**src/rtl/constants_pkg.sv**
```systemverilog
// Shared widths and the fetch sequencer state encoding.
package constants_pkg;

   localparam int INSTRUCTION_POINTER_BITS = 8;
   localparam int MEMORY_DATA_BITS         = 8;
   localparam int JUMP_OFFSET_BITS         = 8;
   localparam int INSTRUCTION_BITS         = 2 * MEMORY_DATA_BITS;

   // One read per memory byte, one cycle to land the low byte, then park
   // the assembled instruction until the decoder takes it.
   typedef enum logic [2:0] {
      START    = 3'd0,
      FETCH_HI = 3'd1,
      FETCH_LO = 3'd2,
      CAPTURE  = 3'd3,
      HOLD     = 3'd4
   } FetchState;

endpackage

```
**src/rtl/fetch_unit.sv**
```systemverilog
// Two-byte instruction fetch: reads the high byte then the low byte from a
// one-cycle-latency program memory, presents the instruction with a
// valid/ready handshake, and advances or redirects the instruction pointer
// when the decoder accepts it.
module fetch_unit
   import constants_pkg::*;
#(
   parameter int IP_BITS       = constants_pkg::INSTRUCTION_POINTER_BITS,
   parameter int MEM_DATA_BITS = constants_pkg::MEMORY_DATA_BITS,
   parameter int OFFSET_BITS   = constants_pkg::JUMP_OFFSET_BITS
) (
   input  logic                       clk,
   input  logic                       rst_n,
   output logic [IP_BITS-1:0]         mem_addr,
   output logic                       mem_rd_en,
   input  logic [MEM_DATA_BITS-1:0]   mem_data,
   output logic [2*MEM_DATA_BITS-1:0] instr,
   output logic [IP_BITS-1:0]         instr_ip,
   output logic                       instr_valid,
   input  logic                       instr_ready,
   input  logic                       jump_en,
   input  logic [OFFSET_BITS-1:0]     jump_offset
);

   // Adder is sized to the wider of ip and offset so the sign extension of
   // the offset is never lost before the final wrap to IP_BITS.
   localparam int SUM_BITS = (IP_BITS > OFFSET_BITS) ? IP_BITS : OFFSET_BITS;

   FetchState                  state_q, state_d;
   logic [IP_BITS-1:0]         ip_q, ip_d;
   logic [2*MEM_DATA_BITS-1:0] instr_q;
   logic                       hs;
   logic [SUM_BITS-1:0]        off_ext;
   logic [SUM_BITS-1:0]        ip_sum;
   logic [IP_BITS-1:0]         ip_next;

   // Handshake only exists while the instruction is being presented.
   assign hs = (state_q == HOLD) && instr_ready;

   // Next ip: ip + 2, plus the sign-extended offset when redirecting.
   always_comb begin
      off_ext = jump_en ? SUM_BITS'(signed'(jump_offset)) : '0;
      ip_sum  = SUM_BITS'(ip_q) + SUM_BITS'(2) + off_ext;
      ip_next = ip_sum[IP_BITS-1:0];
   end

   // Sequencer next-state and state-decoded memory/decoder outputs.
   always_comb begin
      state_d     = state_q;
      ip_d        = ip_q;
      mem_rd_en   = 1'b0;
      mem_addr    = '0;
      instr_valid = 1'b0;
      case (state_q)
         START: begin
            state_d = FETCH_HI;
         end
         FETCH_HI: begin
            mem_rd_en = 1'b1;
            mem_addr  = ip_q;
            state_d   = FETCH_LO;
         end
         FETCH_LO: begin
            mem_rd_en = 1'b1;
            mem_addr  = ip_q + IP_BITS'(1);
            state_d   = CAPTURE;
         end
         CAPTURE: begin
            state_d = HOLD;
         end
         HOLD: begin
            instr_valid = 1'b1;
            if (hs) begin
               ip_d    = ip_next;
               state_d = FETCH_HI;
            end
         end
         default: begin
            state_d = START;
         end
      endcase
   end

   // State and instruction pointer registers.
   always_ff @(posedge clk or negedge rst_n) begin
      if (!rst_n) begin
         state_q <= START;
         ip_q    <= '0;
      end else begin
         state_q <= state_d;
         ip_q    <= ip_d;
      end
   end

   // Assemble the instruction: high byte lands during FETCH_LO, low byte
   // during CAPTURE; held untouched through HOLD.
   always_ff @(posedge clk or negedge rst_n) begin
      if (!rst_n) begin
         instr_q <= '0;
      end else if (state_q == FETCH_LO) begin
         instr_q[2*MEM_DATA_BITS-1:MEM_DATA_BITS] <= mem_data;
      end else if (state_q == CAPTURE) begin
         instr_q[MEM_DATA_BITS-1:0] <= mem_data;
      end
   end

   assign instr    = instr_q;
   assign instr_ip = ip_q;

endmodule

```
**config.mk**
```make
export PLATFORM = sky130hd
export DESIGN_NAME = fetch_unit
export DESIGN_NICKNAME = d
export VERILOG_FILES = /design/src/rtl/constants_pkg.sv /design/src/rtl/fetch_unit.sv
export SDC_FILE = /design/constraint.sdc
export NUM_CORES = 1
export LEC_CHECK = 0
export CAP_MARGIN = 20
export CORE_MARGIN = 2
export CORE_UTILIZATION = 49
export CTS_CLUSTER_DIAMETER = 60
export DETAILED_ROUTE_END_ITERATION = 6
export PLACE_DENSITY = 0.95
export SYNTH_ARGS = -nofsm -noshare
export SYNTH_HDL_FRONTEND = slang
export SYNTH_SLANG_ARGS = --single-unit
```
**constraint.sdc**
```tcl
create_clock -name clk -period 6.25 [get_ports clk]
set_input_delay 1.5625 -clock clk [delete_from_list [all_inputs] [get_ports clk]]
set_output_delay 1.5625 -clock clk [all_outputs]
set_load 0.01 [all_outputs]
```
Yosys cells after proc, flatten, opt, wreduce, memory -nomap -nowiden --
Cells that the tools add are included.
Operators by class: muxes and demuxes 6, shifts and indexed selects 0, eq/ne operators 5, $lt $le $gt $ge 0, bitwise operators 1, reductions and logical operators 5, divide/modulo/power cells 0, $mul 0, add/subtract/negate cells 3
Operators by type and width (number):
- 8-bit one-hot mux with 2 select lines | 1
- 3-bit one-hot mux with 5 select lines | 1
- 8-bit by 1-bit adder with 8-bit output (second input constant) | 1
- 8-bit by 2-bit adder with 8-bit output (second input constant) | 1
- 8-bit adder | 1
- 8-bit two-way mux | 1
- 3-bit by 2-bit equality test with 1-bit output (second input constant) | 2
- 2-bit AND reduction | 2
- 3-bit by 1-bit equality test with 1-bit output (second input constant) | 1
- 3-bit equality test (second input constant) | 1
- 3-bit logical NOT | 1
- 3-bit two-way mux | 1
- 1-bit two-way mux | 2
- 2-bit inequality test (second input constant) | 1
- 2-bit OR reduction | 1
- 1-bit logical AND | 1
- 1-bit NOT | 1
Storage, ports and cells: memories kept 0, output and inout port bits 34, flip-flop bits (word level) 27, ROM bits 0, latch bits 0, memory bits (writable) 0, logic and storage cells 24

Depth between registers and ports, before layout --
Gate-level depths: netlist (run 1).
depth after elaboration 4, mapped depth 11, gate-level depth less buffers 11

Worst setup path before layout (run 1) --
No wires, ideal clock.
path kind in2reg, start point in jump_offset[1], end point reg ip_q[7] (netlist: instr_ip[7]), required time 6.124 ns, stages 11, data arrival time 3.078 ns, slack 3.046 ns, library setup time 0.126 ns, cells stage by stage nand2_1 -> ha_1 -> inv_1 -> ha_1 -> inv_1 -> fa_1 -> nand2b_1 -> a21oi_1 -> a211oi_1 -> mux2i_1 -> xnor2_1
On the way: longest elaborated chain between the ends 2
RTL lines:
- start, declared | RTL line fetch_unit.sv:22 | input logic [OFFSET_BITS-1:0] jump_offset
- 8-bit two-way mux | RTL line fetch_unit.sv:42 | off_ext = jump_en ? SUM_BITS'(signed'(jump_offset)) : '0;
- 8-bit adder | RTL line fetch_unit.sv:43 | ip_sum = SUM_BITS'(ip_q) + SUM_BITS'(2) + off_ext;
- end signal, assigned | RTL line fetch_unit.sv:91 | ip_q <= ip_d;
- end, declared | RTL line fetch_unit.sv:30 | logic [IP_BITS-1:0] ip_q, ip_d;
No other way between the ends. A chain may end at the register's enable or synchronous reset.

Worst setup path in the final report (run 1) --
start point reg state_q[0], end point out mem_addr[4]
On the way: longest elaborated chain between the ends 2, elaborated cells between the ends (all ways) 3, those cells by class eq/ne: 2; mux: 1
RTL lines:
- start, declared | RTL line fetch_unit.sv:29 | FetchState state_q, state_d;
- start signal, assigned | RTL line fetch_unit.sv:90 | state_q <= state_d;
- 3-bit by 2-bit equality test with 1-bit output / 3-bit by 1-bit equality test with 1-bit output (equally long branches) | RTL line fetch_unit.sv:54 | case (state_q)
- 8-bit one-hot mux with 2 select lines (*) | RTL line fetch_unit.sv:54
- end, declared | RTL line fetch_unit.sv:14 | output logic [IP_BITS-1:0] mem_addr,
Every way passes the cells marked *; elsewhere a longest branch is shown, timed or not.

==> results.cfg, run 1 <==
[synth]
syn_area_um2 = 1610
syn_avg_cell_area_um2 = 9.61
synth_adder_area_share_pct = 12.2
yosys_register_bits = 27
synth.distinct_cells = 30
synth_xor_area_share_pct = 3.82
ys_seq_area_share_pct = 42.1
yosys.area_share.simple_pct = 20.7
synthMuxAreaShare_pct = 7.64
synth_nets = 202
synth_top_family_by_area = simple AND/OR/NAND/NOR gates
postSynthCellCount = 167
ys.warnings.count = 0
synth_compound_area_share_pct = 10.8

[critical_path]
reg2reg_slack_ps = 3960
cp_top_family = simple AND/OR/NAND/NOR gates
startpoint = state_q[0]
path_buf_inv = 1
cp_slowest_stage_delay_ps = 610
r2r-start = instr_ip[1]
crit_required_ps = 4690
cp-start-kind = register
cp_data_arrival_time_ps = 2370
endpoint_kind = output port
cp_max_fo = 14
crit_type = register to output port
cp_slowest_cell = clkdlybuf4s50_1
path_cells = nor2_1 -> and2_1 -> a21o_1 -> nand2_1 -> o31ai_1 -> clkdlybuf4s50_1

[sta]
rsz0062_at_grt = false
fmax_ghz = 0.254
worst_pin_slew_ps = 580
setup_viol = 0
fin_worst_skew_ps = 4.78
fin_crit_ps = 3930
hold_viol = 0
slew_headroom_pct = 61.2
fin_crit_sh_pct = 62.9
slew_viol_final = 0
fin_tns_setup_ps = 0

[global_route]
grt_usage_pct = 20.4
grt_pass1_wl_um = 5600
grt_max_degree = 28
antenna_found_initial = 0
first_global_vias = 1218
overflow = 0

[die]
dieArea_um2 = 3750
coreArea_um2 = 3080
row_count = 20
ioPinCount = 54
die_w_um = 61.2
start_util_pct = 52.2
die_h_um = 61.2

[route]
postRouteWirelength_um = 3490
drt_iter0_markers = 47
drcViolationCount = 0
post_drt_wl_per_cell_um = 13.1
vias = 1343
drt-pass1-iter-count = 4
viasPerCell = 5.05
ant_nets = 0

[clock_tree]
htreeDepth = 1
cts_buffers = 3
cts_tree = yes
cts-root-buf = clkbuf_4
post_cts_resized = 0
cts.clk_slew.worst_paths_ps = 140
cts_buffer_depth = 2
clk_latency_ps = 320
cts_hold_buf = 0
clock_sinks = 27
postCtsSetupBuffers = 0

[run]
max-cap-violations = 0

[cells_and_area]
syn_to_final_growth_pct = 37.1
fillers = 242
drive_gt1_share_pct = 8.56
nets = 258
final_cells = 266
final_common_cell = clkdlybuf4s50_1
mostFrequentLayoutCells = 53 x clkdlybuf4s50_1, 41 x nand2_1, 27 x dfrtp_1
diodes = 0

[min_path]
hp-class = register to register
holdCritStartpoint = instr[8]

[outcome]
outcome = completed

[placed_design]
portBuffers = 53
dp_hpwl_um = 2680
gp_congestion = 0.774
place_inst = 262

[power_and_ir_drop]
powerDensity_nw_per_um2 = 477
power.leakage_nw = 0.999
ir_drop_v = 0.000265
worst min-delay path: stages (launching register included):
cell	delay [ps]
dfrtp_1	370
nand2_1	50
nand2_1	50
synthesized netlist by cell type, drive strengths merged:
cell	n	area share, %
a211oi	1	0.47
a21o	3	1.4
a21oi	5	1.6
a22o	1	0.55
a31oi	1	0.39
and2	7	2.7
buf	3	1.5
dfrtp	27	42
fa	1	1.2
ha	14	11
inv	6	1.4
mux2	10	7.0
mux2i	1	0.62
nand2	42	10
nand2b	5	1.9
nand3	3	0.94
nand3b	1	0.70
nand4	1	0.39
nor2	7	1.6
nor2b	1	0.39
nor3b	2	1.9
o211ai	1	0.78
o21ai	15	4.7
o31ai	2	0.94
xnor2	3	1.6
xor2	4	2.2
registers in the layout (all words and copies together), names as in the netlist:
name and flops:
instr 16, state_q 3, instr_ip 8
power by group:
group | internal [mW] | switching (mW) | total, mW
Clock | 0.0250 | 0.0500 | 0.0750
Combinational | 0.346 | 0.280 | 0.625
Sequential | 0.260 | 0.0882 | 0.349
routing by layer:
metal  track usage, %  routed length [um]  up-vias
met3             3.57                 126        4
li1                 -                   -      676
met2             35.1                1780       28
met1             26.4                1530      635
met5                0                   0        -
met4             5.90                  57        0
area by class of cell:
class / instances / area (um2) / area share (%)
flip-flops and latches: 27 / 676 / 30.7
multi-input cells: 131 / 883 / 40.1
repair buffers: 54 / 538 / 24.4
well taps: 44 / 55.1 / 2.50
inverters: 6 / 22.5 / 1.02
clock buffers: 4 / 26.3 / 1.19
logic make-up after synthesis:
family,Yosys count
AND/OR/NAND/NOR,69
multiplexers,11
XOR/XNOR,7
AO/OA/AOI/OAI,29
adder cells (fa/ha/maj),15
buffers and inverters,9
flip-flops,27
metrics by stage:
step / hold slack (ps) / cell area (um2) / worst slack (ps) / util [%] / total power [mW]
after CTS: 494 / 2200 / 2320 / 71.5 / 1.06
after global placement: 458 / 2170 / 2360 / 70.7 / 0.961
after floorplan: 494 / 1610 / 3050 / - / 0.682
final: 488 / 2200 / 2320 / 71.5 / 1.05
after global routing: 515 / 2200 / 2200 / 71.5 / 1.13
after detailed placement: 461 / 2170 / 2290 / 70.7 / 0.982
worst paths after layout:
path                               end  cells past startpoint
setup reg to reg           instr_ip[7]                     11
min in group asynchronous    instr[14]                      2
setup / recovery           mem_addr[4]                      6
max in group asynchronous  instr_ip[3]                      2
hold reg to reg               instr[8]                      2
hold / removal                instr[8]                      2
Note: power is estimated with default switching activity, not from simulation.
==> inputs of run 2 (changes only) <==
--- a/config.mk
+++ b/config.mk
@@ -7,10 +7,10 @@
 export LEC_CHECK = 0
 export CAP_MARGIN = 20
 export CORE_MARGIN = 2
-export CORE_UTILIZATION = 49
+export CORE_UTILIZATION = 45
 export CTS_CLUSTER_DIAMETER = 60
 export DETAILED_ROUTE_END_ITERATION = 6
-export PLACE_DENSITY = 0.95
+export PLACE_DENSITY = 0.89
 export SYNTH_ARGS = -nofsm -noshare
 export SYNTH_HDL_FRONTEND = slang
 export SYNTH_SLANG_ARGS = --single-unit
==> constraint.sdc (replaced) <==
create_clock -name clk -period 3.8 [get_ports clk]
set_input_delay 0.95 -clock clk [delete_from_list [all_inputs] [get_ports clk]]
set_output_delay 0.95 -clock clk [all_outputs]
set_load 0.01 [all_outputs]
==> run 2 against run 1 <==
Effect of this change: critical path type unchanged; setup slack lost 1800 ps; clock skew is 2.5 ps lower; sequential power increased by 65%; register-to-register slack got worse by 2400 ps; combinational power grew 63%; die area up 8.3%; clock power rose by 63%.
==> results.cfg, run 2 (same netlist as run 1, synthesis figures left out) <==
[clock_tree]
cts_buffer_depth = 2
postCtsSetupBuffers = 0
post_cts_resized = 0
cts_buffers = 3
htreeDepth = 1
cts_hold_buf = 0
cts-root-buf = clkbuf_4
clk_latency_ps = 320
clock_sinks = 27
cts.clk_slew.worst_paths_ps = 140
cts_tree = yes

[route]
vias = 1345
drcViolationCount = 0
post_drt_wl_per_cell_um = 12.4
drt_iter0_markers = 49
postRouteWirelength_um = 3350
drt-pass1-iter-count = 4
viasPerCell = 5.00
ant_nets = 0

[global_route]
antenna_found_initial = 0
first_global_vias = 1277
grt_pass1_wl_um = 5870
grt_max_degree = 28
overflow = 0
grt_usage_pct = 18.2

[critical_path]
crit_type = register to output port
reg2reg_slack_ps = 1540
cp-start-kind = register
r2r_end = instr_ip[7]
r2r_cells = 11
cp_data_arrival_time_ps = 2280
crit_required_ps = 2850
cp_max_fo = 17
r2r-start = instr_ip[1]
endpoint_kind = output port

[sta]
slew_viol_final = 0
fin_crit_sh_pct = 85.1
setup_viol = 0
fmax_ghz = 0.309
worst_pin_slew_ps = 569
hold_viol = 0
fin_worst_skew_ps = 2.24
fin_crit_ps = 3230
rsz0062_at_grt = false
slew_headroom_pct = 61.9
fin_tns_setup_ps = 0

[cells_and_area]
largest_reg_flops = 16
fillers = 253
regArea_um2 = 676
nets = 259
mostFrequentLayoutCells = 53 x clkdlybuf4s50_1, 41 x nand2_1, 27 x dfrtp_1
drive_gt1_share_pct = 8.97
diodes = 0
final_common_cell = clkdlybuf4s50_1
final_cells = 269
syn_to_final_growth_pct = 37.7
multi_input_area_um2 = 883

[power_and_ir_drop]
power.leakage_nw = 1.00
powerDensity_nw_per_um2 = 778
ir_drop_v = 0.000293

[placed_design]
gp_congestion = 0.849
portBuffers = 53
dp_hpwl_um = 2560
place_inst = 265

[outcome]
outcome = completed

[die]
row_count = 21
die_w_um = 63.7
start_util_pct = 47.4
ioPinCount = 54
die_h_um = 63.7
coreArea_um2 = 3390
dieArea_um2 = 4060

[run]
max-cap-violations = 0

[min_path]
hold_depth = 2
hold-path-endpoint = instr[10]
holdCritStartpoint = instr[10]
hp-class = register to register
run 2: changes by cell type in the layout (fill, tap and decap cells not counted):
cell   before  now
buf_4       1    2
run 2: worst max path at each step:
stage | start | endpoint | slack, ps | depth (start not counted)
2_1_floorplan | jump_offset[1] | instr_ip[7] | 1210 | 11
3_3_place_gp | jump_en | instr_ip[7] | 540 | 12
3_5_place_dp | jump_en | instr_ip[7] | 470 | 12
4_1_cts | state_q[0] | mem_addr[7] | 560 | 6
5_1_grt | state_q[0] | mem_addr[7] | 400 | 6
6_report | state_q[0] | mem_addr[7] | 570 | 6
run 2: area by class of cell:
class | count | area share (%)
multi-input cells | 131 | 40.0
flip-flops and latches | 27 | 30.6
repair buffers | 55 | 24.7
well taps | 46 | 2.60
clock buffers | 4 | 1.19
inverters | 6 | 1.02
run 2: report_power, final:
group	leakage (nW)	switching [mW]	internal, mW
clock network	0.0150	0.0808	0.0411
registers	0.330	0.149	0.428
logic	0.659	0.447	0.575
run 2: stage by stage:
step	power [mW]	hold slack [ps]	setup slack [ps]	util, %	cell area [um2]
final	1.72	490	567	65.2	2210
after global routing	1.87	521	403	65.2	2210
after CTS	1.74	494	558	65.2	2210
after detailed placement	1.61	462	467	64.5	2180
after global placement	1.58	458	535	64.5	2180
after floorplan	1.12	494	1210	-	1610
run 2: routing by layer:
layer | global-route usage (%) | routed length (um) | up-vias
li1 | - | - | 677
met2 | 30.3 | 1580 | 43
met4 | 4.08 | 27 | 0
met1 | 24.6 | 1580 | 621
met3 | 3.39 | 161 | 4
met5 | 0 | 0 | -
run 2: critical path, cell delays in order (launching register included):
cell	delay [ps]
dfrtp_1	480
nor2_1	140
nand2_1	340
a31oi_1	270
o21ai_0	90
o21ai_0	100
clkdlybuf4s50_1	550
==> inputs of run 3 (changes only) <==
--- a/config.mk
+++ b/config.mk
@@ -6,7 +6,6 @@
 export NUM_CORES = 1
 export LEC_CHECK = 0
 export CAP_MARGIN = 20
-export CORE_MARGIN = 2
 export CORE_UTILIZATION = 45
 export CTS_CLUSTER_DIAMETER = 60
 export DETAILED_ROUTE_END_ITERATION = 6
==> run 3 against run 2 <==
Effect of this change: power is essentially flat; via count grew 0.97%; clock power grew 4%; non-clock buffer count shrank 1; global-route usage grew 0.25 points; core utilization shrank 0.11 points; die area shrank 6.2%; setup slack lost 43 ps; critical endpoint is now mem_addr[3]; largest cell class unchanged; highest routed layer unchanged.
==> results.cfg, run 3 (same netlist as run 1, synthesis figures left out) <==
[outcome]
outcome = completed

[sta]
fin_crit_ps = 3280
fmax_ghz = 0.305
hold_viol = 0
slew_headroom_pct = 62.1
worst_pin_slew_ps = 567
slew_viol_final = 0
fin_worst_skew_ps = 8.23
timing.hold.ws_ps = 496
setup_viol = 0
fin_tns_setup_ps = 0
rsz0062_at_grt = false
fin_crit_sh_pct = 86.2

[global_route]
grt_max_degree = 28
first_global_vias = 1230
grt_usage_pct = 18.4
antenna_found_initial = 0
grt_pass1_wl_um = 5240
overflow = 0

[critical_path]
crit_type = register to output port
cp_slowest_stage_delay_ps = 590
cp_max_fo = 14
crit_required_ps = 2850
cp_slowest_cell = clkdlybuf4s50_1
cp_top_family = simple AND/OR/NAND/NOR gates
startpoint = state_q[0]
endpoint_kind = output port
reg2reg_slack_ps = 1520
path_cells = nor2_1 -> and2_1 -> a21o_1 -> nand2_1 -> o31ai_1 -> clkdlybuf4s50_1
r2r_end = instr_ip[7]
r2r_cells = 11
cp_data_arrival_time_ps = 2330
path_buf_inv = 1
cp-start-kind = register
r2r-start = instr_ip[1]

[cells_and_area]
largest_reg_flops = 16
diodes = 0
drive_gt1_share_pct = 9.01
syn_to_final_growth_pct = 37.5
nets = 258
final_common_cell = clkdlybuf4s50_1
mostFrequentLayoutCells = 53 x clkdlybuf4s50_1, 41 x nand2_1, 27 x dfrtp_1
final_cells = 268

[run]
max-cap-violations = 0

[min_path]
hold-path-endpoint = instr[8]
hp-class = register to register
hold_depth = 2
holdCritStartpoint = instr[8]

[clock_tree]
cts.clk_slew.worst_paths_ps = 150
cts_buffers = 3
cts_tree = yes
clk_latency_ps = 330
cts_hold_buf = 0
post_cts_resized = 0
cts-root-buf = clkbuf_4
htreeDepth = 1
postCtsSetupBuffers = 0
clock_sinks = 27
cts_buffer_depth = 2

[die]
die_w_um = 61.7
dieArea_um2 = 3810
die_h_um = 61.7
ioPinCount = 54
start_util_pct = 47.4
coreArea_um2 = 3390
row_count = 21

[power_and_ir_drop]
power.leakage_nw = 0.998
ir_drop_v = 0.000299
powerDensity_nw_per_um2 = 780
p_total_mw = 1.72

[route]
vias = 1358
drcViolationCount = 0
ant_nets = 0
post_drt_wl_per_cell_um = 12.2
drt_iter0_markers = 31
postRouteWirelength_um = 3280
viasPerCell = 5.07
drt-pass1-iter-count = 4

[placed_design]
dp_hpwl_um = 2560
portBuffers = 53
place_inst = 264
gp_congestion = 0.859
==> run 3: cell types whose count changed in the layout (fill, tap and decap cells not counted) <==
| cell | previous run | this run |
|---|---|---|
| clkinvlp_4 | 0 | 1 |
| buf_4 | 2 | 1 |
| clkbuf_1 | 1 | 0 |
==> run 3: worst min-delay path: cells and delay by family, from the launching register on <==
kind | cells | cell delay [ps]
flip-flops | 1 | 370
AND/OR/NAND/NOR | 2 | 100
==> run 3: cell type report <==
cell class                      count  area (um2)
Clock buffer                        3        22.5
Multi-Input combinational cell    131         883
Fill cell                         281        1180
Sequential cell                    27         676
Timing Repair Buffer               54         538
Clock inverter                      1        7.51
Inverter                            6        22.5
Tap cell                           46        57.6
==> run 3: worst max-delay path by stage <==
stage	depth (start not counted)	end	slack [ps]
6_report	6	mem_addr[3]	520
5_1_grt	6	mem_addr[7]	360
4_1_cts	6	mem_addr[4]	540
3_5_place_dp	12	instr_ip[7]	450
3_3_place_gp	12	instr_ip[7]	540
2_1_floorplan	11	instr_ip[7]	1210
==> run 3: power breakdown <==
group | switching [mW] | internal (mW) | total, mW
logic | 0.448 | 0.569 | 1.02
clock network | 0.0867 | 0.0403 | 0.127
registers | 0.149 | 0.428 | 0.577
==> run 3: metal layers <==
layer | vias up | part of all wire [%] | track usage [%] | routed length, um
li1 | 680 | - | - | -
met1 | 634 | 48 | 22.8 | 1560
met2 | 40 | 47 | 33.5 | 1530
met3 | 4 | 4.9 | 2.90 | 161
met4 | 0 | 0.61 | 4.76 | 20
met5 | - | 0 | 0 | 0
==> run 3: per-stage QoR <==
| step | setup WS (ps) | area (um2) | utilization [%] |
|---|---|---|---|
| 2_1_floorplan | 1210 | 1610 | - |
| 3_3_place_gp | 535 | 2180 | 64.2 |
| 3_5_place_dp | 447 | 2180 | 64.2 |
| 4_1_cts | 536 | 2210 | 65.1 |
| 5_1_grt | 364 | 2210 | 65.1 |
| 6_report | 523 | 2210 | 65.1 |
